$ cat src/rtl/tcdm_bank_arbiter.sv
// Purpose: shares one TCDM bank port between N_CH requesters (round-robin or fixed priority with starvation override).
// Latency: grant is combinational (0 cycles); the read-valid is routed back to its channel 1 cycle after accept.
// Backpressure: grant-based; when bank_gnt_i=0 nothing is granted and pointer/counters hold.
module tcdm_bank_arbiter #(
  parameter int N_CH     = 4,
  parameter int ID_W     = (N_CH > 1) ? $clog2(N_CH) : 1,
  parameter int WAIT_W   = 3,
  parameter int MAX_WAIT = 2**WAIT_W - 1
) (
  input  logic            clk,
  input  logic            rst,
  input  logic            TCDM_arb_policy_i,
  input  logic [N_CH-1:0] data_req_i,
  output logic [N_CH-1:0] data_gnt_o,
  output logic            bank_req_o,
  input  logic            bank_gnt_i,
  output logic [ID_W-1:0] gnt_id_o,
  input  logic            bank_rvalid_i,
  output logic [N_CH-1:0] data_r_valid_o,
  output logic            protocol_err_o
);

  localparam logic [WAIT_W-1:0] MAX_CNT = WAIT_W'(MAX_WAIT);
  localparam logic [ID_W-1:0]   LAST_CH = ID_W'(N_CH - 1);

  logic [ID_W-1:0]   ptr_q;
  logic [ID_W-1:0]   r_id_q;
  logic              r_pend_q;
  logic              err_q;
  logic [WAIT_W-1:0] cnt_q [N_CH];

  logic [2*N_CH-1:0] req_dbl;
  logic [N_CH-1:0]   req_rot;
  logic [ID_W:0]     rr_sum;
  logic [ID_W-1:0]   rr_winner;
  logic              rr_found;
  logic [N_CH-1:0]   starve;
  logic [ID_W-1:0]   st_winner;
  logic              st_any;
  logic [ID_W-1:0]   lo_winner;
  logic [ID_W-1:0]   winner;
  logic              accept;

  // Round-robin: rotate requests so ptr_q sits at bit 0, take the first set bit, map back.
  always_comb begin
    req_dbl   = {data_req_i, data_req_i};
    req_rot   = N_CH'(req_dbl >> ptr_q);
    rr_sum    = '0;
    rr_winner = '0;
    rr_found  = 1'b0;
    for (int i = 0; i < N_CH; i++) begin
      if (!rr_found && req_rot[i]) begin
        rr_found = 1'b1;
        rr_sum   = {1'b0, ptr_q} + (ID_W+1)'(i);
        if (rr_sum >= (ID_W+1)'(N_CH)) begin
          rr_sum = rr_sum - (ID_W+1)'(N_CH);
        end
        rr_winner = rr_sum[ID_W-1:0];
      end
    end
  end

  // Fixed priority: lowest-index starving requester first, else lowest-index requester.
  always_comb begin
    st_winner = '0;
    st_any    = 1'b0;
    lo_winner = '0;
    for (int k = 0; k < N_CH; k++) begin
      starve[k] = data_req_i[k] && (cnt_q[k] == MAX_CNT);
    end
    for (int k = N_CH - 1; k >= 0; k--) begin
      if (starve[k]) begin
        st_winner = ID_W'(k);
        st_any    = 1'b1;
      end
      if (data_req_i[k]) begin
        lo_winner = ID_W'(k);
      end
    end
  end

  // Winner select, grant fan-out and response routing.
  always_comb begin
    bank_req_o = |data_req_i;
    accept     = bank_req_o & bank_gnt_i;
    if (!bank_req_o) begin
      winner = '0;
    end else if (TCDM_arb_policy_i) begin
      winner = st_any ? st_winner : lo_winner;
    end else begin
      winner = rr_winner;
    end
    gnt_id_o = winner;
    for (int k = 0; k < N_CH; k++) begin
      data_gnt_o[k] = accept && (winner == ID_W'(k));
      // A response arriving while reset is held belongs to a discarded transaction.
      data_r_valid_o[k] = bank_rvalid_i && r_pend_q && !rst && (r_id_q == ID_W'(k));
    end
    protocol_err_o = err_q;
  end

  // Priority pointer advances past the round-robin winner on each accept.
  always_ff @(posedge clk) begin
    if (rst) begin
      ptr_q <= '0;
    end else if (accept && !TCDM_arb_policy_i) begin
      ptr_q <= (winner == LAST_CH) ? '0 : winner + ID_W'(1);
    end
  end

  // Per-channel wait counters, live only in fixed-priority mode.
  always_ff @(posedge clk) begin
    for (int k = 0; k < N_CH; k++) begin
      if (rst || !TCDM_arb_policy_i || !data_req_i[k]) begin
        cnt_q[k] <= '0;
      end else if (accept) begin
        if (winner == ID_W'(k)) begin
          cnt_q[k] <= '0;
        end else if (cnt_q[k] != MAX_CNT) begin
          cnt_q[k] <= cnt_q[k] + WAIT_W'(1);
        end
      end
    end
  end

  // Remember who was accepted so the next-cycle read-valid can be routed; flag stray responses.
  always_ff @(posedge clk) begin
    if (rst) begin
      r_id_q   <= '0;
      r_pend_q <= 1'b0;
      err_q    <= 1'b0;
    end else begin
      r_pend_q <= accept;
      if (accept) begin
        r_id_q <= winner;
      end
      err_q <= bank_rvalid_i & ~r_pend_q;
    end
  end

endmodule

$ cat config.mk
export PLATFORM = sky130hd
export DESIGN_NAME = tcdm_bank_arbiter
export DESIGN_NICKNAME = d
export VERILOG_FILES = /design/src/rtl/tcdm_bank_arbiter.sv
export SDC_FILE = /design/constraint.sdc
export NUM_CORES = 1
export LEC_CHECK = 0
export ABC_AREA = 1
export BUFFER_PORTS_ARGS = -buffer_cell sky130_fd_sc_hd__buf_2
export CORE_AREA = 2 2 51 76
export CTS_BUF_LIST = sky130_fd_sc_hd__clkbuf_2
export DETAILED_ROUTE_END_ITERATION = 10
export DIE_AREA = 0 0 53 78
export SYNTH_ARGS = -nofsm -noshare
export SYNTH_HDL_FRONTEND = slang
export SYNTH_SLANG_ARGS = --single-unit
$ cat constraint.sdc
create_clock -name clk -period 5.8 [get_ports clk]
set_input_delay 0.58 -clock clk [delete_from_list [all_inputs] [get_ports clk]]
set_output_delay 0.58 -clock clk [all_outputs]
set_load 0.03 [all_outputs]
==> results.cfg <==
[synth]
postSynthCellCount = 169
yosys_warnings = 0
ys_seq_area_share_pct = 37.17
syn-num-nets = 190
netlist_area_um2 = 1292
yosys.area_share.simple_pct = 32.91
synth-xor-area-share_pct = 0.6776
synthMuxAreaShare_pct = 0
synth_top_family_by_area = simple AND/OR/NAND/NOR gates
synth_fa_ha_area_share_pct = 11.62
synth-compound-area-share_pct = 7.357
syn_area_per_cell_um2 = 7.648
synth.distinct_cells = 25
synth_seq_cells = 18

[die]
die_x_um = 53
core-area_um2 = 3416
start_util_pct = 37.84
dieArea_um2 = 4134
rows = 26
io_pins = 21
chipHeight_um = 78

[critical_path]
crit_fanout = 10
crit_path_end_kind = primary output
critPathKind = reg2out
worstPathArrival_ns = 2.38
critPathRequiredTime_ns = 5.22
r2r_cells = 13
start_kind = flip-flop

[hold_path]
hold_class = reg2reg
hold_depth = 1

[global_route]
grt_use_total_pct = 14.28
grt_pass1_vias = 1088
grt_max_degree = 11
grt_antenna_before_repair = 0
grt.overflow.total = 0
grt_pass1_wl_um = 4560

[routing]
dr.pass1.iters = 4
drc_errors = 0
wl_um = 2545
routedWlPerCell_um = 10.92
num_vias = 1118
drtIter0Drc = 31
antenna_left = 0
routed_via_density = 4.798

[final_layout]
utilization_pct = 42.42
n_fill_cell = 377
stdcell_count = 233
syn2layout_area_growth_pct = 12.10
drive_above_1_share_pct = 21.47
num_antenna_cells = 0
layout.nets = 213

[placed_design]
dp_hpwl_um = 2123
placedCellCount = 229
gp_congestion = 0.8287
port-buffer-count = 20

[pwr]
p_total_uw = 290.0
vdd_drop_max_v = 0.0001491
p_leak_nw = 0.7399
p_per_area_nw_per_um2 = 200.2

[sta]
slew_headroom_pct = 68.83
timing.hold.ws_ns = 0.4180
fin_setup_tns_ns = 0
finalMaxSlewViolations = 0
fmax_ghz = 0.3383
grt_setup_unrepaired = false
post-route-period-util_pct = 50.96
fin_skew_ns = 0.01340
setup_viol = 0
hold_violations = 0
fin_crit_ns = 2.956
worstMarginPinSlew_ns = 0.4669

[status]
status = finished clean

[clock_tree]
post_cts_buffers = 0
cts_tree = built
postCtsResizedCells = 0
clockBufferDepth = 2
cts-root-buf = clkbuf_2
clkTransAtPathRegs_ns = 0.17
ctsHoldBuffers = 0
cts_made_buffers = 3
clock_latency_ns = 0.30
h-tree-depth = 1
clock_sinks = 18

[run]
maxCapViolations = 0
-- synth_stat cells --
cell type	number	area share (%)
nand4_1	1	0.48
nor2_1	26	7.6
nor3_1	4	1.5
nand3_1	14	5.4
inv_6	1	0.68
nand3_2	3	2.3
nor4_1	1	0.48
o21ai_0	4	1.5
o21ai_2	3	2.0
inv_4	1	0.48
edfxtp_1	12	28
buf_2	1	0.39
o21ai_1	1	0.39
inv_2	3	0.87
ha_1	12	12
a21oi_1	7	2.7
nand2_4	2	1.7
a21oi_2	1	0.68
nand2_1	33	9.6
xor2_1	1	0.68
inv_1	24	7.0
nand2_2	3	1.5
buf_6	1	0.87
dfxtp_1	6	9.3
nand3b_1	4	2.3
-- logic make-up (layout without fill, tap and decap cells) --
| kind of cell | after synthesis | after routing |
|---|---|---|
| simple gates | 91 | 91 |
| buf+inv | 31 | 53 |
| flops | 18 | 18 |
| compound gates | 16 | 16 |
| fa+ha+maj | 12 | 12 |
| xor+xnor | 1 | 1 |
-- flip-flops by register name (all words and copies together) (netlist names) --
| signal | count |
|---|---|
| r_pend_q | 1 |
| cnt_q | 12 |
| ptr_q | 2 |
| r_id_q | 2 |
| protocol_err_o | 1 |
-- path summary, 6_finish.rpt --
kind	startpoint	to	slack (ns)
max	ptr_q[0]	data_gnt_o[1]	2.84
max reg2reg	ptr_q[0]	cnt_q[1][2]	3.31
min	r_pend_q	protocol_err_o	0.42
min reg2reg	r_pend_q	protocol_err_o	0.42
-- layer usage --
metal | track usage [%] | share of wire, %
met2 | 23.25 | 48
met5 | 0 | 0
met3 | 1.923 | 4.7
met1 | 18.61 | 46
met4 | 5.641 | 0.75
-- cell type report --
| type | instances | area [µm²] | area share (%) |
|---|---|---|---|
| inverters | 29 | 116.4 | 8.031 |
| clock buffers | 4 | 20.02 | 1.382 |
| repair buffers | 20 | 100.1 | 6.908 |
| flip-flops and latches | 18 | 480.5 | 33.16 |
| multi-input cells | 120 | 679.4 | 46.89 |
| well taps | 42 | 52.55 | 3.627 |
-- layout by cell type (no fill, tap or decap) --
| cell type | instances |
|---|---|
| nand2_2 | 3 |
| buf_2 | 20 |
| inv_6 | 1 |
| nand4_1 | 1 |
| nand3_2 | 3 |
| nand2_4 | 2 |
| xor2_1 | 1 |
| clkbuf_2 | 4 |
| o21ai_0 | 4 |
| nand2_1 | 33 |
| nor4_1 | 1 |
| o21ai_1 | 1 |
| inv_2 | 3 |
| ha_1 | 12 |
| dfxtp_1 | 6 |
| nand3_1 | 14 |
| nor3_1 | 4 |
| edfxtp_1 | 12 |
| a21oi_2 | 1 |
| a21oi_1 | 7 |
| nand3b_1 | 4 |
| inv_4 | 1 |
| inv_1 | 24 |
| nor2_1 | 26 |
| o21ai_2 | 3 |
-- where the power goes --
part	total [mW]	switching, mW	internal (mW)
clock network	0.0566	0.0383	0.0183
registers	0.150	0.00643	0.144
logic	0.0830	0.0556	0.0273
total	0.290	0.100	0.190
-- per-stage QoR --
step           setup slack, ns  cell area, µm²
5_1_grt                  2.530            1449
4_1_cts                  2.799            1449
6_report                 2.844            1449
3_3_place_gp             3.072            1429
3_5_place_dp             3.089            1429
2_1_floorplan            3.100            1292
-- critical path, cell delays in order (launching register included) --
cell	delay, ns
dfxtp_1	0.65
nand2_1	0.16
nand3_2	0.11
nand2_2	0.08
a21oi_1	0.15
nand2_1	0.08
nand3_2	0.09
nand2_2	0.09
inv_1	0.11
ha_1	0.18
inv_1	0.04
nor2_1	0.11
buf_2	0.21
Power figures use the tool's default switching activity.
